===== src/rtl/adc_spi_master.sv =====
`default_nettype none
// adc_spi_master: byte-wide SPI master (modes 0..3) with ready/valid transmit
// and a one-cycle receive strobe. Chip select is owned by the command processor.
module adc_spi_master #(
   parameter int CLKS_PER_HALF_BIT = 4,
   parameter int SPI_MODE          = 0
) (
   input  logic       clk,
   input  logic       rst,
   input  logic [7:0] tx_byte,
   input  logic       tx_dv,
   output logic       tx_ready,
   output logic [7:0] rx_byte,
   output logic       rx_dv,
   output logic       sclk,
   output logic       mosi,
   input  logic       miso
);

   localparam bit CPOL = (SPI_MODE & 2) != 0;
   localparam bit CPHA = (SPI_MODE & 1) != 0;
   localparam int HCW  = $clog2(CLKS_PER_HALF_BIT);
   localparam logic [HCW-1:0] HALF_LAST = HCW'(CLKS_PER_HALF_BIT - 1);

   typedef enum logic [0:0] {IDLE, SHIFT} state_t;

   state_t         state;
   state_t         state_next;
   logic [HCW-1:0] half_cnt;
   logic [4:0]     edge_cnt;
   logic [7:0]     tx_shift;
   logic [7:0]     rx_shift;
   logic [7:0]     rx_next;
   logic           accept;
   logic           toggle;
   logic           leading;
   logic           last;
   logic           capture;
   logic           advance;

   always_ff @(posedge clk or posedge rst) begin
      if (rst) state <= IDLE;
      else     state <= state_next;
   end

   // Edge counter runs 16..1; an even count marks a leading (odd-numbered) toggle.
   always_comb begin
      state_next = state;
      accept     = 1'b0;
      toggle     = 1'b0;
      leading    = 1'b0;
      last       = 1'b0;
      case (state)
         IDLE: begin
            if (tx_dv) begin
               accept     = 1'b1;
               state_next = SHIFT;
            end
         end
         SHIFT: begin
            if (half_cnt == HALF_LAST) begin
               toggle  = 1'b1;
               leading = ~edge_cnt[0];
               last    = (edge_cnt == 5'd1);
               if (last) state_next = IDLE;
            end
         end
         default: state_next = IDLE;
      endcase
   end

   assign capture = toggle && (CPHA ? !leading : leading);
   assign advance = toggle && (CPHA ? leading : (!leading && !last));
   assign rx_next = {rx_shift[6:0], miso};

   always_ff @(posedge clk or posedge rst) begin
      if (rst) begin
         half_cnt <= '0;
         edge_cnt <= 5'd0;
         tx_shift <= 8'h00;
         rx_shift <= 8'h00;
         rx_byte  <= 8'h00;
         rx_dv    <= 1'b0;
         tx_ready <= 1'b1;
         sclk     <= CPOL;
         mosi     <= 1'b0;
      end else begin
         rx_dv <= 1'b0;
         if (accept) begin
            tx_shift <= tx_byte;
            edge_cnt <= 5'd16;
            half_cnt <= '0;
            tx_ready <= 1'b0;
            if (!CPHA) mosi <= tx_byte[7];
         end
         if (state == SHIFT) begin
            half_cnt <= toggle ? '0 : half_cnt + HCW'(1);
         end
         if (toggle) begin
            sclk     <= ~sclk;
            edge_cnt <= edge_cnt - 5'd1;
         end
         // CPHA=0 already presented bit 7 at acceptance, so it advances from bit 6.
         if (advance) begin
            mosi     <= CPHA ? tx_shift[7] : tx_shift[6];
            tx_shift <= {tx_shift[6:0], 1'b0};
         end
         if (capture) rx_shift <= rx_next;
         if (last) begin
            rx_byte  <= CPHA ? rx_next : rx_shift;
            rx_dv    <= 1'b1;
            tx_ready <= 1'b1;
         end
      end
   end

endmodule
`default_nettype wire


===== config.mk =====
export PLATFORM = sky130hd
export DESIGN_NAME = adc_spi_master
export DESIGN_NICKNAME = d
export VERILOG_FILES = /design/src/rtl/adc_spi_master.sv
export SDC_FILE = /design/constraint.sdc
export NUM_CORES = 1
export LEC_CHECK = 0
export ABC_AREA = 1
export CORE_ASPECT_RATIO = 0.7
export CORE_MARGIN = 1.5
export CORE_UTILIZATION = 66
export DETAILED_ROUTE_END_ITERATION = 6
export DONT_BUFFER_PORTS = 1
export PLACE_DENSITY = 0.81
export RECOVER_POWER = 100
export SYNTH_ARGS = -nofsm -noshare
export SYNTH_HDL_FRONTEND = slang
export SYNTH_SLANG_ARGS = --single-unit

===== constraint.sdc =====
create_clock -name clk -period 2.32 [get_ports clk]
set_input_delay 0.348 -clock clk [delete_from_list [all_inputs] [get_ports clk]]
set_output_delay 0.348 -clock clk [all_outputs]
set_load 0.005 [all_outputs]

==> out/metrics.cfg, run 1 <==
[worst_setup_path]
path_cells=ha_1, nand2_1, nor2_8, nand2_1, nand2_1, nand2_1, nand2_1
worstPathRequired_ns=2.56
cp.arrival_ns=2.03
critPathLaunchType=flop
r2r-end=tx_shift[5]$_DFFE_PP0P_
r2r_start=half_cnt[0]$_DFFE_PP0P_
cp_slowest_stage_delay_ns=0.42
cp-end-kind=flop
critPathMostFrequentCell=nand2_1
crit_type=reg -> reg
reg2reg_depth=7
path_max_fanout=15
ff2ff_setup_slack_ns=0.54
crit_slowest_cell=dfrtp_1

[timing]
relSlewSlack_pct=47.41
worst_slew_pin_slew_ns=0.7889
hold_viol=0
max_freq_mhz=560.4
period_share_pct=76.92
fin_setup_tns_ns=0
setup_violations=0
skew_ns=0.01069
drv_slew=0
period_needed_ns=1.784
rsz0062_at_grt=false

[worst_hold_path]
hold_end=state$_DFF_PP0_
hold_start=tx_dv
holdPathStages=2
hp-class=in -> reg

[power]
power_per_cell_area_nw_per_um2=1268
p_leak_nw=0.8547
power_w=0.002094
peakVddDrop_mv=0.6382

[clock_tree]
cts_tree=done
clock_latency_ns=0.34
cts_buffer_depth=2
clockRootBuffer=clkbuf_4
htree_levels=2
cts_sinks=35
cts_setup_buffers=0
cts_buffers=5
clk_pin_slew_ns=0.10
post_cts_resized=0
cts_hold_buf=1

[synth]
ys_ff_latch=35
syn_area_per_cell_um2=9.089
yosys_warnings=0
ys_types=21
syn-cell-area_um2=1618
synth_nets=193
synthCells=178
synth_seq_area_share_pct=54.22

[finish]
synthToLayoutAreaGrowth_pct=2.088
drive_gt1_share_pct=8.696
nets=198
fillers=184
utilization_pct=74.24
diodes=0
finalNonFillerCells=216

[floorplan]
start_util_pct=72.72
die_h_um=44.43
die_area_um2=2762
core_area_um2=2225
die_w_um=62.18
io_pins=24
fp-row-count=14

[detailed_routing]
vias_per_cell=5.171
ant_nets=0
finalWirelength_um=2871
remaining_drc_errors=0
vias=1117
drt_first_pass_iters=4
drtIter0Drc=55
wl_per_cell_um=13.29

[job]
drv_cap=0

[grt]
grt_usage_pct=24.24
antenna_found_initial=0
grt_pass1_vias=1103
grt_pass1_wl_um=4836
globalRouteOverflowTotal=0
grt_max_degree=34

[placed_design]
hpwl_um=1960
port_buffers=0
gp_congestion=0.8003
dp.cells=207

[status]
status=finished clean

## stage by stage
step / setup WS (ns) / area (um2) / hold WS (ns)
CTS: 0.8469 / 1695 / 0.1161
global placement: 0.9491 / 1635 / 0.1013
finish: 0.5355 / 1652 / 0.1278
floorplan: 1.006 / 1618 / 0.4422
global route: 0.3867 / 1652 / 0.1249
detailed placement: 0.8624 / 1635 / 0.1054
## critical path, delay by kind of cell, from the launching register on
family | cells | cell delay [ns]
fa+ha+maj | 1 | 0.22
flops | 1 | 0.42
simple gates | 6 | 1.04
## final cells by class
class                      count  area [um2]  area share [%]
clock buffer                   7       45.04           2.727
sequential                    35       877.1           53.11
tap                           32       40.04           2.424
clock inverter                 1       5.005          0.3030
multi-input combinational    112       564.3           34.17
inverter                      26       97.59           5.909
timing repair buffer           3       22.52           1.364
## registers in the layout, indices dropped and copies added (netlist names)
name and cells:
state 1, mosi 1, tx_ready 1, edge_cnt 5, sclk 1, rx_shift 8
rx_byte 8, tx_shift 7, half_cnt 2, rx_dv 1
## synth_stat cells, drive strengths merged
cell	n	share of area, %
buf	5	2.3
dfstp	1	1.6
o31ai	1	0.46
xnor2	1	0.54
dfrtp	34	53
nand2	58	15
nor2	6	3.5
o22ai	1	0.39
nand3	20	7.0
o21ai	22	8.4
ha	3	2.3
inv	26	6.0
## layer usage
| layer | track usage, % | wire length, um |
|---|---|---|
| met5 | 0 | 0 |
| met4 | 11.56 | 41 |
| met3 | 11.20 | 209 |
| met2 | 37.83 | 1264 |
| met1 | 29.62 | 1355 |
## placed cells by master, fill, tap and decap left out
master / count
ha_1: 3
dfstp_1: 1
clkbuf_1: 2
nand2_2: 3
dlygate4sd3_1: 1
o21ai_0: 22
o22ai_1: 1
clkbuf_2: 1
nand3_4: 1
o31ai_1: 1
nor2_4: 2
nor2_8: 1
nand3_1: 19
inv_1: 26
nand2_1: 55
clkinv_2: 1
xnor2_1: 1
nor2_2: 1
nor2_1: 2
dfrtp_1: 34
clkbuf_4: 5
buf_4: 1
## cells by family after synthesis
logic type	after synthesis	synth area share, %
AND/OR/NAND/NOR	84	25.29
flip-flops	35	54.22
buffers and inverters	31	8.352
AO/OA/AOI/OAI	24	9.281
adder cells (fa/ha/maj)	3	2.320
XOR/XNOR	1	0.5415
## where the power goes
| group | internal, W | switching, W | total [W] |
|---|---|---|---|
| logic | 0.000255 | 0.000478 | 0.000733 |
| registers | 0.000867 | 0.000177 | 0.00104 |
| clock network | 0.000118 | 0.000199 | 0.000317 |
| total | 0.00124 | 0.000855 | 0.00209 |
## worst max path at each step
| stage | start | to | slack (ns) | depth (start not counted) |
|---|---|---|---|---|
| final | half_cnt[0]$_DFFE_PP0P_ | tx_shift[5]$_DFFE_PP0P_ | 0.54 | 7 |
| after floorplan | edge_cnt[1]$_DFFE_PP0P_ | mosi$_DFFE_PP0P_ | 1.01 | 10 |
| after global routing | half_cnt[0]$_DFFE_PP0P_ | tx_shift[3]$_DFFE_PP0P_ | 0.39 | 7 |
| after detailed placement | edge_cnt[1]$_DFFE_PP0P_ | tx_shift[5]$_DFFE_PP0P_ | 0.86 | 9 |
| after CTS | edge_cnt[1]$_DFFE_PP0P_ | tx_shift[5]$_DFFE_PP0P_ | 0.85 | 9 |
| after global placement | half_cnt[0]$_DFFE_PP0P_ | rx_byte[7]$_DFFE_PP0P_ | 0.95 | 7 |
Note: power is estimated with default switching activity, not from simulation.
==> inputs of run 2 (changes only) <==
--- a/config.mk
+++ b/config.mk
@@ -8,10 +8,10 @@
 export ABC_AREA = 1
 export CORE_ASPECT_RATIO = 0.7
 export CORE_MARGIN = 1.5
-export CORE_UTILIZATION = 66
+export CORE_UTILIZATION = 55
 export DETAILED_ROUTE_END_ITERATION = 6
 export DONT_BUFFER_PORTS = 1
-export PLACE_DENSITY = 0.81
+export PLACE_DENSITY = 0.72
 export RECOVER_POWER = 100
 export SYNTH_ARGS = -nofsm -noshare
 export SYNTH_HDL_FRONTEND = slang
==> constraint.sdc (replaced) <==
create_clock -name clk -period 1.55 [get_ports clk]
set_input_delay 0.2325 -clock clk [delete_from_list [all_inputs] [get_ports clk]]
set_output_delay 0.2325 -clock clk [all_outputs]
set_load 0.005 [all_outputs]
==> run 2 against run 1 <==
Sequential share of layout area decreased by 2.0 points. Critical path depth decreased by 1. Register-to-register slack got worse by 0.38 ns. Combinational power increased by 58%. Fmax increased by 28%. Clock power increased by 92%. Wire length decreased by 0.31%. Global-route usage decreased by 3.8 points.
==> out/metrics.cfg, run 2 (synthesis gave the netlist of run 1 again) <==
[status]
status=finished clean

[finish]
diodes=0
layout_commonest_cell=nand2_1
nets=198
final_cell_mix=54 x nand2_1, 34 x dfrtp_1, 25 x inv_1
finish.instance_area_um2=1717
top_regs=rx_byte: 8 flops, rx_shift: 8 flops, tx_shift: 7 flops
synthToLayoutAreaGrowth_pct=6.110
drive_gt1_share_pct=10.87

[worst_setup_path]
cp-end-kind=flop
path_max_fanout=16
r2r_start=half_cnt[0]$_DFFE_PP0P_
worstPathRequired_ns=1.71
crit_type=reg -> reg
critPathLaunchType=flop
reg2reg_depth=6
r2r-end=edge_cnt[3]$_DFFE_PP0P_
ff2ff_setup_slack_ns=0.15
cp.arrival_ns=1.56

[clock_tree]
htree_levels=2
cts_buffers=5
clockRootBuffer=clkbuf_8
cts_buffer_depth=2
cts_sinks=35
clock_latency_ns=0.28
clk_pin_slew_ns=0.07
cts_tree=done
cts_setup_buffers=0

[placed_design]
hpwl_um=2017
placed_cell_area_um2=1640
gp_congestion=0.8292
pre_cts_slack_ns=0.1058
port_buffers=0

[timing]
worst_slew_pin_slew_ns=0.8320
rsz0062_at_grt=false
setup_slack_ns=0.1521
fin_setup_tns_ns=0
setup_violations=0
period_needed_ns=1.398
skew_ns=0.002140
relSlewSlack_pct=44.53
holdWs_ns=0.08385
drv_slew=0
hold_viol=0
max_freq_mhz=715.4
period_share_pct=90.18

[detailed_routing]
finalWirelength_um=2862
drt_first_pass_iters=4
remaining_drc_errors=0
wl_per_cell_um=13.01
ant_nets=0
drtIter0Drc=93
vias_per_cell=5.091
vias=1120

[floorplan]
io_pins=24
start_util_pct=57.72
die_area_um2=3281
fp-row-count=16
die_h_um=48.38
core_area_um2=2803
die_w_um=67.83

[worst_hold_path]
holdPathStages=2
hp-class=in -> reg
hold_end=rx_shift[0]$_DFFE_PP0P_
hold_start=miso

[power]
power_per_cell_area_nw_per_um2=1942
peakVddDrop_mv=0.9781
p_leak_nw=0.8848

[grt]
grt_pass1_wl_um=5030
use_met1_pct=29.13
antenna_found_initial=0
use_met3_pct=7.907
grt_max_degree=36
grt_pass1_vias=1124
met2_usage_pct=29.08
busiest_layer=met1
grt_usage_pct=20.41
globalRouteOverflowTotal=0

[job]
drv_cap=0

==> run 2: power by group <==
| part | leakage (nW) | internal [W] | total, W | switching [W] |
|---|---|---|---|---|
| clock | 0.0477 | 0.000307 | 0.000608 | 0.000301 |
| combinational | 0.398 | 0.000412 | 0.00116 | 0.000748 |
| sequential | 0.439 | 0.00130 | 0.00157 | 0.000265 |
| total | 0.885 | 0.00202 | 0.00333 | 0.00131 |
==> run 2: metal layers <==
layer / vias to the layer above / routed length [um]
met3: 4 / 168
li1: 569 / -
met5: - / 0
met2: 26 / 1293
met4: 0 / 25
met1: 521 / 1375
==> run 2: layout make-up <==
type / count / area [um2]
Fill cell: 258 / 1086
Sequential cell: 35 / 877.1
Multi-Input combinational cell: 112 / 590.6
Inverter: 26 / 97.59
Clock buffer: 5 / 68.82
Tap cell: 36 / 45.04
Timing Repair Buffer: 3 / 22.52
Clock inverter: 3 / 15.01
==> run 2: stage by stage <==
step	cells	util (%)	power, W
detailed placement	211	58.53	0.002770
global route	220	61.25	0.003648
floorplan	178	-	0.002533
global placement	211	58.53	0.002679
finish	220	61.25	0.003334
CTS	220	61.88	0.003392
==> run 2: worst max-delay path, cell delays in order, from the launching register on <==
cell and delay [ns]:
dfrtp_1 0.37, ha_1 0.23, nand2_4 0.13, nor2_4 0.29, nand2_1 0.11, nand3_1 0.07
o21ai_0 0.08
==> run 2: worst max path at each step <==
| stage | startpoint | end | slack [ns] | depth (start not counted) |
|---|---|---|---|---|
| 3_5_place_dp | edge_cnt[1]$_DFFE_PP0P_ | tx_shift[3]$_DFFE_PP0P_ | 0.11 | 9 |
| 5_1_grt | half_cnt[0]$_DFFE_PP0P_ | edge_cnt[3]$_DFFE_PP0P_ | 0.03 | 6 |
| 3_3_place_gp | half_cnt[0]$_DFFE_PP0P_ | rx_byte[7]$_DFFE_PP0P_ | 0.17 | 7 |
| 2_1_floorplan | edge_cnt[1]$_DFFE_PP0P_ | mosi$_DFFE_PP0P_ | 0.24 | 10 |
| 4_1_cts | edge_cnt[1]$_DFFE_PP0P_ | tx_shift[3]$_DFFE_PP0P_ | 0.09 | 9 |
| 6_report | half_cnt[0]$_DFFE_PP0P_ | edge_cnt[3]$_DFFE_PP0P_ | 0.15 | 6 |
==> run 2: repair_timing <==
item                       CTS  global route
setup endpoints to repair    0             6
hold endpoints to repair    34             0
gates resized for setup      0             2
hold buffers                 1             0
==> inputs of run 3 (changes only) <==
--- a/config.mk
+++ b/config.mk
@@ -7,7 +7,6 @@
 export LEC_CHECK = 0
 export ABC_AREA = 1
 export CORE_ASPECT_RATIO = 0.7
-export CORE_MARGIN = 1.5
 export CORE_UTILIZATION = 55
 export DETAILED_ROUTE_END_ITERATION = 6
 export DONT_BUFFER_PORTS = 1
==> run 3 against run 2 <==
Sequential share of layout area is 1.0 points lower. Non-clock buffer count up 3. Power up 4.8%. Wire length rose by 3.8%. Core utilization is 1.2 points higher. Sequential power hardly changed. Clock-buffer cell count is 3 higher. Clock power rose by 17%.
==> out/metrics.cfg, run 3 (synthesis gave the netlist of run 1 again) <==
[status]
status=finished clean

[power]
power_per_cell_area_nw_per_um2=1994
p_sw_share_pct=38.31
power_w=0.003493
p_leak_nw=0.8998
power_frac_clock_pct=20.4
p_switching_w=0.001338
intPower_w=0.002155
pwr-share-seq_pct=45.0
peakVddDrop_mv=1.075
comb_power_share_pct=34.6

[placed_design]
placed_cell_area_um2=1640
dp.cells=211
hpwl_um=2002
gp_congestion=0.7476
port_buffers=0

[grt]
antenna_found_initial=0
grt_max_degree=36
use_met1_pct=27.68
grt_usage_pct=21.47
globalRouteOverflowTotal=0
use_met3_pct=8.010
met2_usage_pct=32.73
grt_pass1_vias=1013
busiest_layer=met2
grt_pass1_wl_um=4643

[clock_tree]
clock_latency_ns=0.28
cts_sinks=35
clockRootBuffer=clkbuf_8
cts_tree=done
cts_buffers=5
clk_pin_slew_ns=0.07
cts_buffer_depth=2
htree_levels=2

[detailed_routing]
wl_per_cell_um=13.32
drt_first_pass_iters=4
vias_per_cell=5.081
finalWirelength_um=2971
drtIter0Drc=94
vias=1133
remaining_drc_errors=0
ant_nets=0

[worst_setup_path]
r2r_start=half_cnt[0]$_DFFE_PP0P_
path_buf_inv=2
critPathLaunchType=flop
reg2reg_depth=7
r2r-end=rx_byte[7]$_DFFE_PP0P_
ff2ff_setup_slack_ns=0.18
crit_type=reg -> reg
critPathMostFrequentCell=nand2_1
cp_slowest_stage_delay_ns=0.40
path_max_fanout=18
worstPathRequired_ns=1.72
path_cells=ha_1, nand2_4, inv_2, nand3_4, inv_1, nand2_1, nand2_1
cp_top_family=simple AND/OR/NAND/NOR gates
cp.arrival_ns=1.54
crit_slowest_cell=dfrtp_1
cp-end-kind=flop

[worst_hold_path]
hold_end=rx_shift[0]$_DFFE_PP0P_
hold_start=miso
holdPathStages=2
hp-class=in -> reg

[finish]
ff_latch_area_um2=877.1
final_cell_mix=54 x nand2_1, 34 x dfrtp_1, 25 x inv_1
diodes=0
finalNonFillerCells=223
synthToLayoutAreaGrowth_pct=8.275
layout_commonest_cell=nand2_1
finish.instance_area_um2=1752
fillers=245
drive_gt1_share_pct=11.23
nets=201
multi_input_area_um2=590.6
top_regs=rx_byte: 8 flops, rx_shift: 8 flops, tx_shift: 7 flops

[floorplan]
die_w_um=66.83
fp-row-count=16
io_pins=24
start_util_pct=57.72
core_area_um2=2803
die_area_um2=3166
die_h_um=47.38

[timing]
relSlewSlack_pct=42.62
period_needed_ns=1.369
drv_slew=0
worst_slew_pin_slew_ns=0.8607
period_share_pct=88.32
max_freq_mhz=730.5
holdWs_ns=0.08128
fin_setup_tns_ns=0
rsz0062_at_grt=false
hold_viol=0
skew_ns=0.003559
setup_violations=0

[job]
drv_cap=0

-- run 3: worst max-delay path by stage --
stage,from,end,cells past startpoint
final,half_cnt[0]$_DFFE_PP0P_,rx_byte[7]$_DFFE_PP0P_,7
after global routing,edge_cnt[1]$_DFFE_PP0P_,rx_byte[4]$_DFFE_PP0P_,7
after CTS,edge_cnt[1]$_DFFE_PP0P_,tx_shift[2]$_DFFE_PP0P_,9
after detailed placement,edge_cnt[1]$_DFFE_PP0P_,tx_shift[2]$_DFFE_PP0P_,9
after global placement,half_cnt[0]$_DFFE_PP0P_,edge_cnt[3]$_DFFE_PP0P_,6
after floorplan,edge_cnt[1]$_DFFE_PP0P_,mosi$_DFFE_PP0P_,10
-- run 3: area by class of cell --
type / instances / share of cell area [%]
clock buffers: 8 / 5.714
flip-flops and latches: 35 / 50.07
well taps: 36 / 2.571
inverters: 26 / 5.571
repair buffers: 6 / 2.357
multi-input cells: 112 / 33.71
-- run 3: power groups by stage --
stage                     clock network, W  registers, W  logic [W]
after floorplan                          0       0.00152    0.00102
after global placement                   0       0.00157    0.00111
after detailed placement                 0       0.00158    0.00118
after CTS                         0.000736       0.00157    0.00119
after global routing              0.000773       0.00162    0.00139
final                             0.000714       0.00157    0.00121
-- run 3: routing by layer --
layer | vias up | share of wire [%]
li1 | 575 | -
met3 | 4 | 5.0
met2 | 22 | 44
met5 | - | 0
met1 | 532 | 49
met4 | 0 | 1.6
-- run 3: what timing repair did --
item | CTS | global route
endpoints found under the hold margin | 34 | 0
buffers inserted | 0 | 3
setup endpoints to repair | 0 | 4
gates resized for setup | 0 | 2
hold buffers | 1 | 0
-- run 3: per-stage QoR --
| stage | util [%] | worst slack [ns] |
|---|---|---|
| 5_1_grt | 62.50 | 0.05935 |
| 3_3_place_gp | 58.53 | 0.1556 |
| 6_report | 62.50 | 0.1810 |
| 4_1_cts | 62.46 | 0.1125 |
| 3_5_place_dp | 58.53 | 0.1199 |
| 2_1_floorplan | - | 0.2355 |
